`src/rtl/multicycle_control_unit_if.sv`:
```
// Memory handshake bundle between the multi-cycle control unit and the
// instruction/data memories: imem_req/imem_ready, dmem_req/dmem_ready.
interface multicycle_control_unit_if;
    logic imem_req;
    logic imem_ready;
    logic dmem_req;
    logic dmem_ready;

    modport master (
        output imem_req,
        output dmem_req,
        input  imem_ready,
        input  dmem_ready
    );

    modport slave (
        input  imem_req,
        input  dmem_req,
        output imem_ready,
        output dmem_ready
    );
endinterface

```
`src/rtl/multicycle_control_unit.sv`:
```
// Multi-cycle RISC-V control FSM: FETCH/DECODE/EXECUTE/MEM/WRITEBACK/HALT.
// Ports: clk, rst (sync, active-high); mem (imem/dmem req/ready master);
// opcode (IR field); datapath controls ir_write, pc_write, alu_op, alu_src,
// branch, jump, mem_read, mem_write, mem_2_reg, reg_write; status
// instr_done, mem_error, halted, instr_count.
// Optional macro ILLEGAL_TRAP_EN: unknown opcode halts instead of NOP.
module multicycle_control_unit #(
    parameter int CNT_W       = 32,
    parameter int MEM_TIMEOUT = 16,
    parameter int TO_W        = 5
) (
    input  logic                      clk,
    input  logic                      rst,
    multicycle_control_unit_if.master mem,
    input  logic [6:0]                opcode,
    output logic                      ir_write,
    output logic                      pc_write,
    output logic [1:0]                alu_op,
    output logic                      alu_src,
    output logic                      branch,
    output logic                      jump,
    output logic                      mem_read,
    output logic                      mem_write,
    output logic                      mem_2_reg,
    output logic                      reg_write,
    output logic                      instr_done,
    output logic                      mem_error,
    output logic                      halted,
    output logic [CNT_W-1:0]          instr_count
);

    localparam logic [6:0] OP_ALU_R = 7'b0110011;
    localparam logic [6:0] OP_ALU_I = 7'b0010011;
    localparam logic [6:0] OP_BEQ   = 7'b1100011;
    localparam logic [6:0] OP_JAL   = 7'b1101111;
    localparam logic [6:0] OP_LW    = 7'b0000011;
    localparam logic [6:0] OP_SW    = 7'b0100011;

    localparam bit TO_EN = (MEM_TIMEOUT != 0);
    // Last wait count before the limit: one more unanswered cycle times out.
    localparam logic [TO_W-1:0] TO_LAST =
        TO_W'(TO_EN ? MEM_TIMEOUT - 1 : 0);

    typedef enum logic [2:0] {
        S_FETCH,
        S_DECODE,
        S_EXECUTE,
        S_MEM,
        S_WRITEBACK,
        S_HALT
    } state_t;

    state_t            state_q, state_d;
    logic [6:0]        op_q, op_d;
    logic [TO_W-1:0]   to_q, to_d;
    logic [CNT_W-1:0]  cnt_q;
    logic              err_q;
    logic              err_set;
    logic              imem_req_c;
    logic              dmem_req_c;
    logic              known_op;
    logic              to_hit;

    always_comb begin
        case (opcode)
            OP_ALU_R, OP_ALU_I, OP_BEQ,
            OP_JAL, OP_LW, OP_SW: known_op = 1'b1;
            default:              known_op = 1'b0;
        endcase
    end

    assign to_hit = TO_EN && (to_q == TO_LAST);

    always_comb begin
        state_d    = state_q;
        op_d       = op_q;
        to_d       = '0;
        err_set    = 1'b0;
        imem_req_c = 1'b0;
        dmem_req_c = 1'b0;
        ir_write   = 1'b0;
        pc_write   = 1'b0;
        alu_op     = 2'b00;
        alu_src    = 1'b0;
        branch     = 1'b0;
        jump       = 1'b0;
        mem_read   = 1'b0;
        mem_write  = 1'b0;
        mem_2_reg  = 1'b0;
        reg_write  = 1'b0;
        instr_done = 1'b0;
        halted     = 1'b0;

        unique case (state_q)
            S_FETCH: begin
                imem_req_c = 1'b1;
                if (mem.imem_ready) begin
                    ir_write = 1'b1;
                    pc_write = 1'b1;
                    state_d  = S_DECODE;
                end else if (to_hit) begin
                    err_set = 1'b1;
                    state_d = S_HALT;
                end else begin
                    to_d = to_q + TO_W'(1);
                end
            end
            S_DECODE: begin
                op_d = opcode;
                if (known_op) begin
                    state_d = S_EXECUTE;
                end else begin
`ifdef ILLEGAL_TRAP_EN
                    state_d = S_HALT;
`else
                    instr_done = 1'b1;
                    state_d    = S_FETCH;
`endif
                end
            end
            S_EXECUTE: begin
                state_d = S_FETCH;
                case (op_q)
                    OP_ALU_R: begin
                        alu_op  = 2'b10;
                        state_d = S_WRITEBACK;
                    end
                    OP_ALU_I: begin
                        alu_src = 1'b1;
                        state_d = S_WRITEBACK;
                    end
                    OP_BEQ: begin
                        alu_op     = 2'b01;
                        branch     = 1'b1;
                        instr_done = 1'b1;
                    end
                    OP_JAL: begin
                        jump       = 1'b1;
                        instr_done = 1'b1;
                    end
                    OP_LW, OP_SW: begin
                        alu_src = 1'b1;
                        state_d = S_MEM;
                    end
                    default: ;
                endcase
            end
            S_MEM: begin
                dmem_req_c = 1'b1;
                mem_read   = (op_q == OP_LW);
                mem_write  = (op_q == OP_SW);
                if (mem.dmem_ready) begin
                    if (op_q == OP_LW) begin
                        state_d = S_WRITEBACK;
                    end else begin
                        instr_done = 1'b1;
                        state_d    = S_FETCH;
                    end
                end else if (to_hit) begin
                    err_set = 1'b1;
                    state_d = S_HALT;
                end else begin
                    to_d = to_q + TO_W'(1);
                end
            end
            S_WRITEBACK: begin
                reg_write  = 1'b1;
                mem_2_reg  = (op_q == OP_LW);
                instr_done = 1'b1;
                state_d    = S_FETCH;
            end
            S_HALT: begin
                halted = 1'b1;
            end
            default: begin
                state_d = S_FETCH;
            end
        endcase

        // Reset silences every output whatever the state register holds.
        if (rst) begin
            imem_req_c = 1'b0;
            dmem_req_c = 1'b0;
            ir_write   = 1'b0;
            pc_write   = 1'b0;
            alu_op     = 2'b00;
            alu_src    = 1'b0;
            branch     = 1'b0;
            jump       = 1'b0;
            mem_read   = 1'b0;
            mem_write  = 1'b0;
            mem_2_reg  = 1'b0;
            reg_write  = 1'b0;
            instr_done = 1'b0;
            halted     = 1'b0;
        end
    end

    always_ff @(posedge clk) begin
        if (rst) begin
            state_q <= S_FETCH;
            op_q    <= '0;
            to_q    <= '0;
            cnt_q   <= '0;
            err_q   <= 1'b0;
        end else begin
            state_q <= state_d;
            op_q    <= op_d;
            to_q    <= to_d;
            if (instr_done) begin
                cnt_q <= cnt_q + CNT_W'(1);
            end
            if (err_set) begin
                err_q <= 1'b1;
            end
        end
    end

    assign mem.imem_req = imem_req_c;
    assign mem.dmem_req = dmem_req_c;
    assign mem_error    = ~rst & err_q;
    assign instr_count  = rst ? '0 : cnt_q;

endmodule

```
`src/flat_wrapper.sv`:
```
// flat-port wrapper written by rule: the top's interface ports become plain ports
module multicycle_control_unit_flat 
#(
    parameter int CNT_W       = 32,
    parameter int MEM_TIMEOUT = 16,
    parameter int TO_W        = 5
)
  (clk, rst, opcode, ir_write, pc_write, alu_op, alu_src, branch, jump, mem_read, mem_write, mem_2_reg, reg_write, instr_done, mem_error, halted, instr_count, mem_imem_req, mem_dmem_req, mem_imem_ready, mem_dmem_ready);
  multicycle_control_unit_if mem_i ();
  input  logic clk;
  input  logic rst;
  input  logic [6:0] opcode;
  output logic ir_write;
  output logic pc_write;
  output logic [1:0] alu_op;
  output logic alu_src;
  output logic branch;
  output logic jump;
  output logic mem_read;
  output logic mem_write;
  output logic mem_2_reg;
  output logic reg_write;
  output logic instr_done;
  output logic mem_error;
  output logic halted;
  output logic [CNT_W-1:0] instr_count;
  output wire logic [$bits(mem_i.imem_req)-1:0] mem_imem_req;
  output wire logic [$bits(mem_i.dmem_req)-1:0] mem_dmem_req;
  input wire logic [$bits(mem_i.imem_ready)-1:0] mem_imem_ready;
  input wire logic [$bits(mem_i.dmem_ready)-1:0] mem_dmem_ready;
  assign mem_imem_req = mem_i.imem_req;
  assign mem_dmem_req = mem_i.dmem_req;
  assign mem_i.imem_ready = mem_imem_ready;
  assign mem_i.dmem_ready = mem_dmem_ready;
  multicycle_control_unit #(.CNT_W(CNT_W), .MEM_TIMEOUT(MEM_TIMEOUT), .TO_W(TO_W)) u_core (.clk(clk), .rst(rst), .mem(mem_i), .opcode(opcode), .ir_write(ir_write), .pc_write(pc_write), .alu_op(alu_op), .alu_src(alu_src), .branch(branch), .jump(jump), .mem_read(mem_read), .mem_write(mem_write), .mem_2_reg(mem_2_reg), .reg_write(reg_write), .instr_done(instr_done), .mem_error(mem_error), .halted(halted), .instr_count(instr_count));
endmodule
```
`config.mk`:
```
export PLATFORM = sky130hd
export DESIGN_NAME = multicycle_control_unit_flat
export DESIGN_NICKNAME = d
export VERILOG_FILES = /design/src/rtl/multicycle_control_unit_if.sv /design/src/rtl/multicycle_control_unit.sv /design/src/flat_wrapper.sv
export SDC_FILE = /design/constraint.sdc
export NUM_CORES = 1
export LEC_CHECK = 0
export CAP_MARGIN = 30
export CORE_MARGIN = 4
export CORE_UTILIZATION = 30
export DETAILED_ROUTE_END_ITERATION = 10
export GPL_TIMING_DRIVEN = 0
export PLACE_DENSITY = 0.55
export REMOVE_ABC_BUFFERS = 1
export SLEW_MARGIN = 20
export SYNTH_ARGS = -nofsm -noshare
export SYNTH_HDL_FRONTEND = slang
export SYNTH_SLANG_ARGS = --single-unit
```
`constraint.sdc`:
```
create_clock -name clk -period 5.3 [get_ports clk]
set_input_delay 1.06 -clock clk [delete_from_list [all_inputs] [get_ports clk]]
set_output_delay 1.06 -clock clk [all_outputs]
set_load 0.005 [all_outputs]
```
======== Word-level counts from Yosys, hierarchy flattened ========
Index checks and enable logic that the tools add are counted.
cells by class
  $add $sub $neg .......................... 2
  $mul .................................... 0
  divide/modulo/power cells ............... 0
  $lt $le $gt $ge ......................... 0
  equality and inequality tests ........... 18
  shift operators ......................... 0
  multiplexer cells ....................... 52
  bitwise logic cells ..................... 2
  reduce and logical (&&, ||, !) cells .... 6
operators with widths
  cell                     number
  $mux W1                  35
  $add A32 B1 Y32 const B  1
  $mux W32                 1
  $eq A7 B6 Y1 const B     4
  $eq A7 B7 Y1 const B     4
  $mux W5                  3
  $pmux W3 S5              1
  $eq A7 B2 Y1 const B     2
  $eq A7 B5 Y1 const B     2
  $mux W3                  4
  $pmux W5 S2              1
  $eq A3 B2 Y1 const B     2
  $eq A3 B3 Y1 const B     2
  $mux W2                  3
  $pmux W3 S2              1
  $reduce_or A2 Y1         3
  $reduce_or A6 Y1         1
  $add A5 B1 Y5 const B    1
  $eq A5 B4 Y1 const B     1
  $pmux W1 S4              1
  $pmux W2 S2              1
  $eq A3 B1 Y1 const B     1
  $logic_not A3 Y1         1
  $reduce_or A3 Y1         1
  3 further kinds          3
word-level totals
  register bits after elaboration ......... 48
  bits in latches ......................... 0
  memory bits (writable) .................. 0
  bits in read-only memories .............. 0
  bits of input ports ..................... 11
  output and inout port bits .............. 48
  logic and storage cells ................. 85
  memories kept ........................... 0

======== Longest topological paths before layout ========
  word-level depth ........................ 6
  depth in mapped cells ................... 8
  depth with buffers taken out ............ 7

======== Worst setup path after synthesis ========
No wires, ideal clock.
  kind .................................... input to output
  start ................................... input port opcode[2]
  end ..................................... output port instr_done
  data arrival time ....................... 2159 ps
  required time ........................... 4240 ps
  path slack .............................. 2081 ps
  cell stages on the path ................. 6
  path buffers ............................ 1
  cell sequence ........................... or2_2 -> a221oi_2 -> o311ai_2 -> buf_6 -> nor2_4 -> nor2_1
between the ends
  cells in the longest elaborated chain, start to end .. 6
  elaborated cells between the ends (all ways) .. 11
  those cells by class .................... 6 x eq/ne; 4 x mux; 1 x reduce/logical
ends and longest elaborated chain
  what                                  line                            RTL
  start, declared                       flat_wrapper.sv:12              input logic [6:0] opcode;
  $eq A7 B6 Y1 (tied with other cells)  multicycle_control_unit.sv:65   case (opcode)
  $reduce_or A6 Y1 *                    multicycle_control_unit.sv:65
  $mux W1 *                             multicycle_control_unit.sv:65
  $mux W1 *                             multicycle_control_unit.sv:110  if (known_op) begin
  $pmux W1 S4 *                         multicycle_control_unit.sv:94   unique case (state_q)
  $mux W1 *                             multicycle_control_unit.sv:181  if (rst) begin
  end, declared                         flat_wrapper.sv:23              output logic instr_done;
Mark *: on every way between the ends. The rest lies on a longest branch, timed or not.

======== Worst setup path in the final report ========
  start ................................... input port opcode[3]
  end ..................................... output port instr_done
Same word-level chain as after synthesis.

==> metrics.md <==
| Metric | Value |
|---|---|
| Worst vdd ir | approximately 0.086 mV |
| Worst Setup EP | instr_done |
| FMAX | between 0.2 and 0.25 GHz |
| CTS resizes | 0 |
| Final ANT Viol Nets | 0 |
| Mux contribution to synthesized area | approximately 7% |
| Initial core utilization | 30.69% |
| Reg2reg start | u_core.state_q[0]$_SDFFE_PP0P_ |
| DRT iter0 DRCs | 97 |
| Crit start category | input port |
| Post-CTS Repair Setup Buffers | 0 |
| Port bufs | 58 |
| Die X-Extent | roughly 110 um |
| Synth-to-Final Area Change | 25.44% |
| GR Util All Layers | 12.26% |
| Die Y | 105 um |
| Synthesized area | around 2800 sq um |
| Finish-stage setup viols | 0 |
| Fin crit period | 4.502 ns |
| CP Class | input port to output port |
| Max layer used | met4 |
| DR vias/cell | just over 5 |
| Final TNS setup | 0 ns |
| Aggregate global routing overflow | 0 |
| Async SR Flop Fraction | 0% |
| Warnings, synthesis | 0 |
| FF+latch count, synth | 48 |
| Wl on met1 | between 3000 and 4000 um |
| Layout cell share with drive strength beyond 1 | between 10 and 15% |
| H-tree depth | 2 |
| Final GP Congestion | 0.7735 |
| Critical Path Source | opcode[3] |
| Syn Area/Cell | ~8.6 sq um |
| Actual slew at the worst max-slew pin | roughly 1.0 ns |
| Simple-gate share of the synthesized area | 34.40% |
| Post-synthesis xor/xnor area fraction | under 10% |
| Wire per inst | ~14 um |
| Max-slew violations | 0 |
| Critical path endpoint category | output port |
| Worst R2R Path Depth | 5 |
| Status | finished clean |
| RSZ-0062 raised after global routing | no |
| Worst Hold Class | flip-flop to flip-flop |
| Max_cap viols | 0 |
| Layout Nets | 390 |
| Metal2 WL | 3091 um |
| Hold Vio Cnt, Final | 0 |
| Worst R2R End | u_core.cnt_q[20]$_SDFFE_PP0P_ |
| Metal3 WL | between 300 and 400 um |
| Final instance area | approximately 3500 sq um |
| Vias in the first global route | ~2400 |
| Largest family of logic cells by synthesized area | simple AND/OR/NAND/NOR gates |
| Worst clock skew | between 0.01 and 0.015 ns |
| CTS tree | yes |
| Core Rows | 35 |
| Final period util | around 85% |
| Post-synthesis adder-cell area fraction | 0.8865% |
| FF-to-FF setup slack | about 2.6 ns |
| # hold bufs at CTS | 0 |
| Synthesized instance count | between 300 and 400 |
| Via Count | between 2000 and 3000 |
| Maximum root-to-sink buffer count | 2 |
| Clock transition at path regs | 0.08 ns |
| Worst slew margin | between 30 and 40% |
| Pwr/cell area | ~180 nW/um^2 |
| Netlist cell types | 59 |
| N_diodes | 0 |
| CP required | around 4.2 ns |
| Worst-path fanout max | 11 |
| Post-DP Area | between 3000 and 4000 sq um |
| First-pass GRT wire length | 11250 um |
| Leakage | about 0.0012 uW |
| Register area share after synthesis | roughly a third |
| Commonest non-fill, non-tap cells in the layout | 57 x clkdlybuf4s50_1, 53 x nor2_1, 48 x dfxtp_1 |
| Initial antenna violation count | 0 |
| EDFF count, synth | 0 |
| WL final | roughly 6700 um |
| Commonest non-fill, non-tap cell in the layout | clkdlybuf4s50_1 |
| DPL Wire Length | a little under 5000 um |
| Initial DRT Pass Iterations | 5 |
| CP arrival | around 3.4 ns |
| Root Driver | clkbuf_8 |
| Total I/O pin count | ~60 |
| TritonCTS buffer count | 5 |
| Die footprint | about 11000 sq um |
| Core ar. | approximately 9000 sq um |
| Drt drc | 0 |
| CTS sink cnt | 48 |
| Largest net degree at the start of global routing | 46 |
| Synth Area in Compound Gates | between 10% and 20% |
| Post-synth top flop | dfxtp_1 |
| Clock Latency Late Sink | about 0.31 ns |
-- layout make-up --
| type | instances | area, sq um |
|---|---|---|
| flip-flops and latches | 48 | 960.9 |
| multi-input cells | 256 | 1724 |
| clock buffers | 6 | 82.58 |
| fillers | 972 | 5655 |
| clock inverters | 2 | 10.01 |
| inverters | 7 | 26.28 |
| well taps | 111 | 138.9 |
| repair buffers | 59 | 598.1 |
-- cells in the mapped netlist (2+ instances only) --
library cell | number | area (sq um)
nor2_1 | 53 | 198.9
dfxtp_1 | 48 | 960.9
nor2b_1 | 30 | 187.7
nand2_1 | 21 | 78.83
nor3_1 | 13 | 65.06
nand3_1 | 12 | 60.06
o21ai_0 | 12 | 60.06
xnor2_1 | 11 | 96.34
clkbuf_1 | 9 | 33.78
xor2_1 | 9 | 78.83
inv_1 | 7 | 26.28
mux2i_1 | 7 | 70.07
mux2_1 | 6 | 67.56
o2111ai_1 | 6 | 52.55
a21oi_1 | 5 | 25.02
mux2_2 | 5 | 56.30
a2111oi_2 | 4 | 60.06
and2_1 | 4 | 25.02
and3_1 | 4 | 25.02
nand4_1 | 4 | 25.02
nor3b_1 | 4 | 30.03
nor4_1 | 4 | 25.02
or4_1 | 4 | 30.03
buf_1 | 3 | 11.26
buf_6 | 3 | 33.78
nand2b_1 | 3 | 18.77
a211oi_1 | 2 | 15.01
buf_2 | 2 | 10.01
ha_1 | 2 | 25.02
nand4_4 | 2 | 42.54
or2_2 | 2 | 12.51
or3_1 | 2 | 12.51
-- critical path, stage by stage --
cell	delay (ns)
clkdlybuf4s50_1	0.51
or2_2	0.13
a221oi_2	0.08
o311ai_2	0.84
nor2_4	0.11
nor2_1	0.18
clkdlybuf4s50_1	0.53
-- kinds of logic (layout without fill, tap and decap cells) --
family,after synthesis,in the layout
AOI/OAI and AO/OA,42,42
xor gates and xnor gates,20,20
adders and majority gates,2,2
buffers and inverters,26,74
DFF,48,48
muxes,18,18
and+or+nand+nor,174,174
-- worst min path at each step --
stage | endpoint | depth (start not counted) | slack [ns] | start
after global placement | u_core.to_q[4]$_SDFF_PP0_ | 2 | 0.43 | u_core.to_q[4]$_SDFF_PP0_
after global routing | u_core.to_q[4]$_SDFF_PP0_ | 2 | 0.48 | u_core.to_q[4]$_SDFF_PP0_
after CTS | u_core.to_q[4]$_SDFF_PP0_ | 2 | 0.45 | u_core.to_q[4]$_SDFF_PP0_
after detailed placement | u_core.to_q[4]$_SDFF_PP0_ | 2 | 0.44 | u_core.to_q[4]$_SDFF_PP0_
after floorplan | u_core.to_q[4]$_SDFF_PP0_ | 2 | 0.42 | u_core.to_q[4]$_SDFF_PP0_
final | u_core.to_q[4]$_SDFF_PP0_ | 2 | 0.45 | u_core.to_q[4]$_SDFF_PP0_
-- routing by layer --
layer	track usage, %	vias to the layer above
met3	3.088	7
li1	-	1255
met4	3.374	0
met5	0	-
met1	15.78	1181
met2	20.30	63
-- registers in the layout, summed over array words and instances, names as in the netlist --
register        count
u_core.cnt_q       32
u_core.to_q         5
u_core.err_q        1
u_core.state_q      3
u_core.op_q         7
-- metrics by stage --
stage	total power, uW	cells	setup WS (ns)	hold WS, ns	utilization [%]
3_5_place_dp	432.2	481	0.7870	0.4377	37.50
3_3_place_gp	431.4	480	-0.4443	0.4344	37.31
6_report	653.2	489	0.7979	0.4506	38.50
5_1_grt	682.3	489	0.6505	0.4832	38.50
2_1_floorplan	402.3	311	2.058	0.4187	-
4_1_cts	665.6	489	0.7888	0.4505	38.50
-- where the power goes --
group | switching [uW] | internal (uW)
Combinational | 28.2 | 23.6
Clock | 125 | 104
Sequential | 6.39 | 365
(Power assumes the default switching activity.)
